--- config.mk ---
export PLATFORM = sky130hd
export DESIGN_NAME = wash_sequencer
export DESIGN_NICKNAME = d
export VERILOG_FILES = /design/src/rtl/wash_sequencer.sv
export SDC_FILE = /design/constraint.sdc
export NUM_CORES = 1
export LEC_CHECK = 0
export ABC_AREA = 1
export CORE_ASPECT_RATIO = 0.6
export CORE_MARGIN = 10
export CORE_UTILIZATION = 41
export CTS_CLUSTER_DIAMETER = 50
export DETAILED_ROUTE_END_ITERATION = 16
export HOLD_SLACK_MARGIN = 0.1
export PLACE_DENSITY = 0.69
export SYNTH_ARGS = -nofsm -noshare
export SYNTH_HDL_FRONTEND = slang
export SYNTH_SLANG_ARGS = --single-unit
--- constraint.sdc ---
create_clock -name clk -period 1.8 [get_ports clk]
set_input_delay 0.36 -clock clk [delete_from_list [all_inputs] [get_ports clk]]
set_output_delay 0.36 -clock clk [all_outputs]
set_load 0.05 [all_outputs]
--- src/rtl/wash_sequencer.sv ---
`default_nettype none
// ============================================================================
// Module      : wash_sequencer
// Description : Washing-machine program sequencer (model select, stage
//               advance on 1 Hz ticks, run/pause/done control).
// Revision    : 1.0 - initial release
// ============================================================================
module wash_sequencer #(
  parameter int WASH_T  = 6,
  parameter int RINSE_T = 4,
  parameter int DRY_T   = 3
) (
  input  logic       clk,
  input  logic       reset,
  input  logic       clk_1HZ,
  input  logic       start,
  input  logic       model_choose,
  output logic [2:0] current_model,
  output logic [1:0] current_program,
  output logic [1:0] run_state,
  output logic [7:0] remaining
);

  typedef enum logic [1:0] {
    IDLE  = 2'd0,
    RUN   = 2'd1,
    PAUSE = 2'd2,
    DONE  = 2'd3
  } state_t;

  localparam logic [5:0] c_WASH6  = 6'(WASH_T);
  localparam logic [5:0] c_RINSE6 = 6'(RINSE_T);
  localparam logic [5:0] c_DRY6   = 6'(DRY_T);
  localparam logic [7:0] c_WASH8  = 8'(WASH_T);
  localparam logic [7:0] c_RINSE8 = 8'(RINSE_T);
  localparam logic [7:0] c_DRY8   = 8'(DRY_T);

  state_t     r_state, w_state;
  logic [2:0] r_model, w_model;
  logic [1:0] r_program, w_program;
  logic [7:0] r_remaining, w_remaining;
  logic [5:0] r_stage_cnt, w_stage_cnt;
  logic       start_q, model_q, tick_q;
  logic       w_start_ev, w_model_ev, w_tick_ev;
  logic [2:0] w_model_inc;

  // Stages of every model are contiguous, so only first and last are needed.
  function automatic logic [1:0] first_stage(input logic [2:0] m);
    case (m)
      3'd3, 3'd4: first_stage = 2'd1;
      3'd5:       first_stage = 2'd2;
      default:    first_stage = 2'd0;
    endcase
  endfunction

  function automatic logic [1:0] last_stage(input logic [2:0] m);
    case (m)
      3'd0, 3'd4, 3'd5: last_stage = 2'd2;
      3'd2, 3'd3:       last_stage = 2'd1;
      default:          last_stage = 2'd0;
    endcase
  endfunction

  function automatic logic [5:0] stage_len(input logic [1:0] p);
    case (p)
      2'd0:    stage_len = c_WASH6;
      2'd1:    stage_len = c_RINSE6;
      default: stage_len = c_DRY6;
    endcase
  endfunction

  function automatic logic [7:0] model_total(input logic [2:0] m);
    case (m)
      3'd0:    model_total = c_WASH8 + c_RINSE8 + c_DRY8;
      3'd1:    model_total = c_WASH8;
      3'd2:    model_total = c_WASH8 + c_RINSE8;
      3'd3:    model_total = c_RINSE8;
      3'd4:    model_total = c_RINSE8 + c_DRY8;
      default: model_total = c_DRY8;
    endcase
  endfunction

  assign w_start_ev  = start & ~start_q;
  assign w_model_ev  = model_choose & ~model_q;
  assign w_tick_ev   = clk_1HZ & ~tick_q;
  // Values 5, 6 and 7 all step to model 0.
  assign w_model_inc = (r_model >= 3'd5) ? 3'd0 : r_model + 3'd1;

  always_comb begin
    w_state     = r_state;
    w_model     = r_model;
    w_program   = r_program;
    w_remaining = r_remaining;
    w_stage_cnt = r_stage_cnt;
    case (r_state)
      IDLE, DONE: begin
        if (w_start_ev) begin
          if (r_state == DONE) begin
            w_state     = IDLE;
            w_program   = first_stage(r_model);
            w_remaining = model_total(r_model);
            w_stage_cnt = stage_len(first_stage(r_model));
          end else begin
            w_state = RUN;
          end
        end else if (w_model_ev) begin
          w_state     = IDLE;
          w_model     = w_model_inc;
          w_program   = first_stage(w_model_inc);
          w_remaining = model_total(w_model_inc);
          w_stage_cnt = stage_len(first_stage(w_model_inc));
        end
      end
      RUN: begin
        if (w_tick_ev) begin
          w_remaining = (r_remaining != 8'd0) ? r_remaining - 8'd1 : 8'd0;
          if (r_stage_cnt <= 6'd1) begin
            if (r_program == last_stage(r_model)) begin
              w_state     = DONE;
              w_remaining = 8'd0;
              w_stage_cnt = 6'd0;
            end else begin
              w_program   = r_program + 2'd1;
              w_stage_cnt = stage_len(r_program + 2'd1);
            end
          end else begin
            w_stage_cnt = r_stage_cnt - 6'd1;
          end
        end
        // A tick that finishes the model takes precedence over pausing.
        if (w_start_ev && w_state != DONE) begin
          w_state = PAUSE;
        end
      end
      PAUSE: begin
        if (w_start_ev) begin
          w_state = RUN;
        end
      end
      default: w_state = IDLE;
    endcase
  end

  always_ff @(posedge clk) begin
    if (reset) begin
      r_state     <= IDLE;
      r_model     <= 3'd0;
      r_program   <= 2'd0;
      r_remaining <= c_WASH8 + c_RINSE8 + c_DRY8;
      r_stage_cnt <= c_WASH6;
      start_q     <= 1'b1;
      model_q     <= 1'b1;
      tick_q      <= 1'b1;
    end else begin
      r_state     <= w_state;
      r_model     <= w_model;
      r_program   <= w_program;
      r_remaining <= w_remaining;
      r_stage_cnt <= w_stage_cnt;
      start_q     <= start;
      model_q     <= model_choose;
      tick_q      <= clk_1HZ;
    end
  end

  assign current_model   = r_model;
  assign current_program = r_program;
  assign run_state       = r_state;
  assign remaining       = r_remaining;

endmodule
`default_nettype wire
==> impl_metrics.env, run 1 <==
export IMPL_status="complete, but fails checks"
export IMPL_violations="negative setup slack"
export IMPL_dp_hpwl_mm=3.391
export IMPL_path_cells="clkinvlp_4 > ha_4 > nand2_2 > nand3_2 > nand2_2 > nand2_2 > nor2_4 > nand3_2 > nand2_1 > nand3_2 > nand2_1 > nand2_1 > a21oi_2"
export IMPL_pwr_density_cell_nw_per_um2=1307
export IMPL_finalCritPeriodShare_pct=103.7
export IMPL_r2r_start="current_model[0]"
export IMPL_overflow=0
export IMPL_seq_area_sq_um=494.2
export IMPL_final_max_slew_violation_count=0
export IMPL_cts_buffer_depth=2
export IMPL_hp_class="flip-flop to flip-flop"
export IMPL_dieWidth_microns=103.6
export IMPL_cts_sinks=24
export IMPL_wl_mm=4.878
export IMPL_io_buffers=19
export IMPL_antenna_found_initial=0
export IMPL_fillers=347
export IMPL_antenna_left=0
export IMPL_initial_core_util_pct=42.20
export IMPL_synth_top_area_share_pct=27.93
export IMPL_crit_path_start_kind="flip-flop"
export IMPL_cpPeakStageDelay_ps=390
export IMPL_finalWorstSetupSlack_ps=-65.83
export IMPL_ios=20
export IMPL_async_flop_share_pct=0
export IMPL_nets=326
export IMPL_fp_dieArea_sq_um=7272
export IMPL_avgSynthCellArea_sq_um=6.800
export IMPL_grt_pass1_vias=1714
export IMPL_slew_headroom_pct=77.35
export IMPL_dominantRegCellSynth="dfxtp_1"
export IMPL_area_delta_synth_final_pct=44.80
export IMPL_track_usage_pct=11.98
export IMPL_drive_above_1_share_pct=38.24
export IMPL_drv_cap=0
export IMPL_wl_per_cell_microns=13.33
export IMPL_min_period_ps=1866
export IMPL_synth_enable_flop_cells=0
export IMPL_required_ps=2000
export IMPL_seq_area_frac_synth_pct=27.93
export IMPL_insertedDiodeCount=0
export IMPL_path_clk_slew_ps=90
export IMPL_rows=18
export IMPL_final_util_pct=61.11
export IMPL_critPathCaptureType="flip-flop"
export IMPL_grt_max_degree=14
export IMPL_worstMarginPinSlew_ps=335.4
export IMPL_fin_skew_ps=5.756
export IMPL_via_per_inst=4.970
export IMPL_syn_num_nets=272
export IMPL_finalSetupViolCount=10
export IMPL_core_area_sq_um=4076
export IMPL_rsz0062_at_grt="yes"
export IMPL_ys_ff_latch=24
export IMPL_crit_path_top_delay_cell="dfxtp_4"
export IMPL_cts_tree="done"
export IMPL_whs_ps=495.9
export IMPL_gp_congestion=0.8537
export IMPL_yosys_area_top_type="dfxtp_1"
export IMPL_crit_start="current_model[0]"
export IMPL_multiInputGateArea_sq_um=1254
export IMPL_crit_type="flip-flop to flip-flop"
export IMPL_cts_inserted_buffers=3
export IMPL_arrival_ps=2070
export IMPL_drt_initial_drc_count=215
export IMPL_grt_first_pass_wirelength_mm=7.665
export IMPL_p_leak_nw=1.147
export IMPL_hold_viol_final=0
export IMPL_dr_total_vias=1819
export IMPL_place_ws_ps=-151.6
export IMPL_syn_inst=253
export IMPL_htreeDepth=1
export IMPL_dr_pass1_iters=4
export IMPL_ir_drop_mv=0.7354
export IMPL_clk_latency_ps=270
export IMPL_synth_area_sq_um=1720
export IMPL_drc_errors=0
export IMPL_path_max_fanout=6
export IMPL_die_y_microns=70.18
export IMPL_fmax_mhz=536.0
export IMPL_worstHoldStart="r_stage_cnt[5]"
export IMPL_ys_warn_count=0
export IMPL_root_buffer="clkbuf_8"
export IMPL_ys_types=38
export IMPL_synthTopCellsByArea="dfxtp_1 28%, ha_1 10%, nand2_1 9.6%, inv_1 8.1%, o21ai_0 5.5%"
-- where the power goes --
part | leakage [nW] | switching (W) | total [W] | internal [W]
Clock | 0.0288 | 0.000184 | 0.000379 | 0.000196
Sequential | 0.199 | 0.000112 | 0.000756 | 0.000644
Combinational | 0.918 | 0.00127 | 0.00212 | 0.000850
Total | 1.15 | 0.00157 | 0.00326 | 0.00169
-- cell usage after synthesis (3+ instances only) --
| cell | instances |
|---|---|
| a21oi_1 | 18 |
| dfxtp_1 | 24 |
| ha_1 | 14 |
| inv_1 | 37 |
| inv_2 | 5 |
| nand2_1 | 44 |
| nand2_2 | 4 |
| nand3_1 | 16 |
| nand4_1 | 3 |
| nor2_1 | 22 |
| nor3_1 | 5 |
| o211ai_1 | 3 |
| o21ai_0 | 19 |
| o21ai_1 | 4 |
-- registers in the layout (all words and copies together), names as in the netlist --
register	cells
tick_q	1
current_model	3
run_state	2
current_program	2
model_q	1
r_stage_cnt	6
remaining	8
start_q	1
-- final cells by class --
class / count / share of cell area (%)
multi-input cells: 182 / 50.33
flip-flops and latches: 24 / 19.84
repair buffers: 53 / 17.68
inverters: 43 / 6.931
well taps: 60 / 3.014
clock buffers: 4 / 2.210
-- placed cells by master, fill, tap and decap left out, drive strengths merged, types with 4 or more instances in the layout --
cell type | synthesis | routed
inv | 42 | 42
nand2 | 48 | 48
clkbuf | 1 | 4
buf | 3 | 49
or2 | 4 | 4
nand4 | 4 | 4
ha | 14 | 14
nor3 | 5 | 5
o21ai | 25 | 25
nand3 | 19 | 19
dfxtp | 24 | 24
clkdlybuf4s50 | 0 | 4
nor2 | 25 | 25
a21oi | 19 | 19
-- critical path: cells and delay by family (launching register included) --
kind	cells	cell delay, ps
AO/OA/AOI/OAI	1	130
AND/OR/NAND/NOR	10	840
buffers and inverters	1	210
flip-flops	1	390
adder cells (fa/ha/maj)	1	240
-- what timing repair did --
action                     in CTS  in global routing
gates resized for setup         4                 49
hold buffers                    0                  0
pin swaps                       0                 19
buffers inserted                0                  5
setup endpoints to repair       3                 18
-- logic make-up after synthesis --
kind of cell,count (synthesis),share of synthesized area [%]
flip-flops,24,27.93
adder cells (fa/ha/maj),14,10.18
AND/OR/NAND/NOR,109,30.69
AO/OA/AOI/OAI,56,18.47
XOR/XNOR,3,1.528
buffers and inverters,47,11.20
-- path summary, 6_finish.rpt --
path / endpoint / slack, ps / cells past startpoint
max: run_state[0] / -70 / 13
min reg2reg: r_stage_cnt[5] / 500 / 2
max reg2reg: run_state[0] / -70 / 13
min: r_stage_cnt[5] / 500 / 2
-- layer usage --
layer | global-route usage [%] | wire [microns]
met1 | 16.73 | 2497
met2 | 18.35 | 2068
met3 | 2.930 | 299
met4 | 1.713 | 13
met5 | 0 | 0
-- through the flow --
stage               setup TNS (ps)  std cells  total power [W]  instance area, sq um
floorplan                        0        253         0.001972                  1738
global placement             -1163        357         0.002565                  2178
CTS                              0        361         0.002990                  2248
finish                      -317.4        366         0.003257                  2491
global route                 -2191        366         0.003498                  2491
detailed placement           -1613        357         0.002581                  2178
Power figures use the tool's default switching activity.
==> run 2: changes to the inputs <==
--- a/config.mk
+++ b/config.mk
@@ -12,7 +12,7 @@
 export CTS_CLUSTER_DIAMETER = 50
 export DETAILED_ROUTE_END_ITERATION = 16
 export HOLD_SLACK_MARGIN = 0.1
-export PLACE_DENSITY = 0.69
+export PLACE_DENSITY = 0.74
 export SYNTH_ARGS = -nofsm -noshare
 export SYNTH_HDL_FRONTEND = slang
 export SYNTH_SLANG_ARGS = --single-unit
==> run 2 against run 1 <==
Effect of this change: the flow still finishes with violations (negative setup slack); clock-buffer cell count shrank 1; final area down 1.9%; utilization down 1.2 points; sequential share of layout area is 0.39 points higher; die area unchanged; total power fell by 1.8%; global-route usage grew 0.27 points; sequential power hardly changed; non-clock buffer count increased by 2; hold slack improved by 7.0 ps.
==> impl_metrics.env, run 2 (synthesis results as in run 1) <==
export IMPL_dp_cells=357
export IMPL_path_clk_slew_ps=90
export IMPL_gp_congestion=0.8960
export IMPL_wl_per_cell_microns=12.93
export IMPL_io_buffers=19
export IMPL_cts_tree="done"
export IMPL_final_max_slew_violation_count=0
export IMPL_area_delta_synth_final_pct=42.04
export IMPL_path_max_fanout=4
export IMPL_root_buffer="clkbuf_8"
export IMPL_largest_reg_flops=8
export IMPL_arrival_ps=2030
export IMPL_multiInputGateArea_sq_um=1214
export IMPL_finalWorstSetupSlack_ps=-22.71
export IMPL_overflow=0
export IMPL_hold_viol_final=0
export IMPL_min_period_ps=1823
export IMPL_antenna_found_initial=0
export IMPL_finalSetupViolCount=4
export IMPL_cts_sinks=24
export IMPL_final_cells=368
export IMPL_drt_initial_drc_count=151
export IMPL_fmax_mhz=548.6
export IMPL_crit_path_start_kind="flip-flop"
export IMPL_drive_above_1_share_pct=35.71
export IMPL_dr_pass1_iters=4
export IMPL_ir_drop_mv=0.9950
export IMPL_slew_headroom_pct=76.92
export IMPL_drc_errors=0
export IMPL_core_area_sq_um=4076
export IMPL_via_per_inst=4.957
export IMPL_seq_area_sq_um=494.2
export IMPL_antenna_left=0
export IMPL_track_usage_pct=12.25
export IMPL_required_ps=2010
export IMPL_nets=328
export IMPL_setup_tns_ps=-38.98
export IMPL_layout_common_cells="49 x buf_4, 38 x nand2_1, 34 x inv_1, 20 x nor2_1, 19 x dfxtp_1"
export IMPL_grt_pass1_vias=1683
export IMPL_fillers=361
export IMPL_dp_hpwl_mm=3.492
export IMPL_crit_type="flip-flop to flip-flop"
export IMPL_rsz0062_at_grt="yes"
export IMPL_drv_cap=0
export IMPL_die_y_microns=70.18
export IMPL_fin_skew_ps=4.711
export IMPL_p_leak_nw=1.139
export IMPL_fp_dieArea_sq_um=7272
export IMPL_hp_class="flip-flop to flip-flop"
export IMPL_pwr_density_cell_nw_per_um2=1309
export IMPL_initial_core_util_pct=42.20
export IMPL_rows=18
export IMPL_clk_latency_ps=270
export IMPL_violations="negative setup slack"
export IMPL_ios=20
export IMPL_worstMarginPinSlew_ps=344.3
export IMPL_cts_buffer_depth=2
export IMPL_grt_max_degree=14
export IMPL_critPathCaptureType="flip-flop"
export IMPL_htreeDepth=1
export IMPL_dieWidth_microns=103.6
export IMPL_cts_inserted_buffers=3
export IMPL_final_common_cell="buf_4"
export IMPL_finalCritPeriodShare_pct=101.3
export IMPL_wl_mm=4.759
export IMPL_dr_total_vias=1824
export IMPL_insertedDiodeCount=0
export IMPL_grt_first_pass_wirelength_mm=7.721
export IMPL_status="complete, but fails checks"
export IMPL_ctsHoldBuffers=0
==> run 2: changes by cell type in the layout (fill, tap and decap cells not counted), sizes merged <==
cell	delta
buf	+2
clkbuf	-1
clkinv	+1
clkinvlp	+1
inv	-1
==> run 2: routing by layer <==
| layer | share of wire, % | GRT usage (%) | up-vias | routed length [microns] |
|---|---|---|---|---|
| met5 | 0 | 0 | - | 0 |
| met4 | 0.53 | 2.492 | 0 | 25 |
| met3 | 8.8 | 3.480 | 5 | 417 |
| met2 | 43 | 17.44 | 58 | 2033 |
| met1 | 48 | 17.56 | 813 | 2282 |
| li1 | - | - | 948 | - |
==> run 2: timing repair <==
| action | CTS | global route |
|---|---|---|
| setup endpoints to repair | 10 | 18 |
| resized for setup | 9 | 32 |
| buffers inserted | 2 | 5 |
| pin swaps | 1 | 13 |
==> run 2: critical path: stages, from the launching register on <==
cell        delay (ps)
dfxtp_4            380
clkinvlp_4         130
ha_4               200
buf_6              120
nand2_4             70
nand4_1            170
nand3_2            180
nand2_2            110
a21oi_4            190
o21ai_1             80
a31oi_1            130
==> run 2: layout make-up <==
cell class	instances	share of cell area [%]
Clock buffer	3	1.690
Clock inverter	1	0.1536
Inverter	43	7.220
Multi-Input combinational cell	182	49.67
Sequential cell	24	20.23
Tap cell	60	3.072
Timing Repair Buffer	55	17.97
==> run 2: worst paths after layout <==
check,to,cells past startpoint,slack (ps),start
worst min-delay path,r_stage_cnt[5],2,500,r_stage_cnt[5]
worst min register to register,r_stage_cnt[5],2,500,r_stage_cnt[5]
worst max-delay path,current_program[0],10,-20,current_model[1]
worst max register to register,current_program[0],10,-20,current_model[1]
==> run 2: metrics by stage <==
stage	utilization (%)	worst slack, ps	hold WS [ps]	cell area (sq um)	total power [W]
finish	59.94	-22.71	502.9	2444	0.003198
CTS	55.86	-19.21	505.2	2277	0.002976
floorplan	-	16.66	431.0	1738	0.001972
global route	59.94	-148.0	538.9	2444	0.003452
global placement	53.13	-105.9	480.9	2166	0.002539
detailed placement	53.13	-178.8	480.8	2166	0.002576
==> run 2: where the power goes <==
group | internal (W) | switching (W) | total, W | leakage [nW]
Sequential | 0.000644 | 0.000115 | 0.000759 | 0.199
Clock | 0.000153 | 0.000180 | 0.000333 | 0.0231
Combinational | 0.000836 | 0.00127 | 0.00211 | 0.916
==> run 3: changes to the inputs <==
--- a/config.mk
+++ b/config.mk
@@ -13,6 +13,7 @@
 export DETAILED_ROUTE_END_ITERATION = 16
 export HOLD_SLACK_MARGIN = 0.1
 export PLACE_DENSITY = 0.74
+export SLEW_MARGIN = 40
 export SYNTH_ARGS = -nofsm -noshare
 export SYNTH_HDL_FRONTEND = slang
 export SYNTH_SLANG_ARGS = --single-unit
==> results of run 3 <==
Final layout, timing and power as in run 2 (identical DEF).
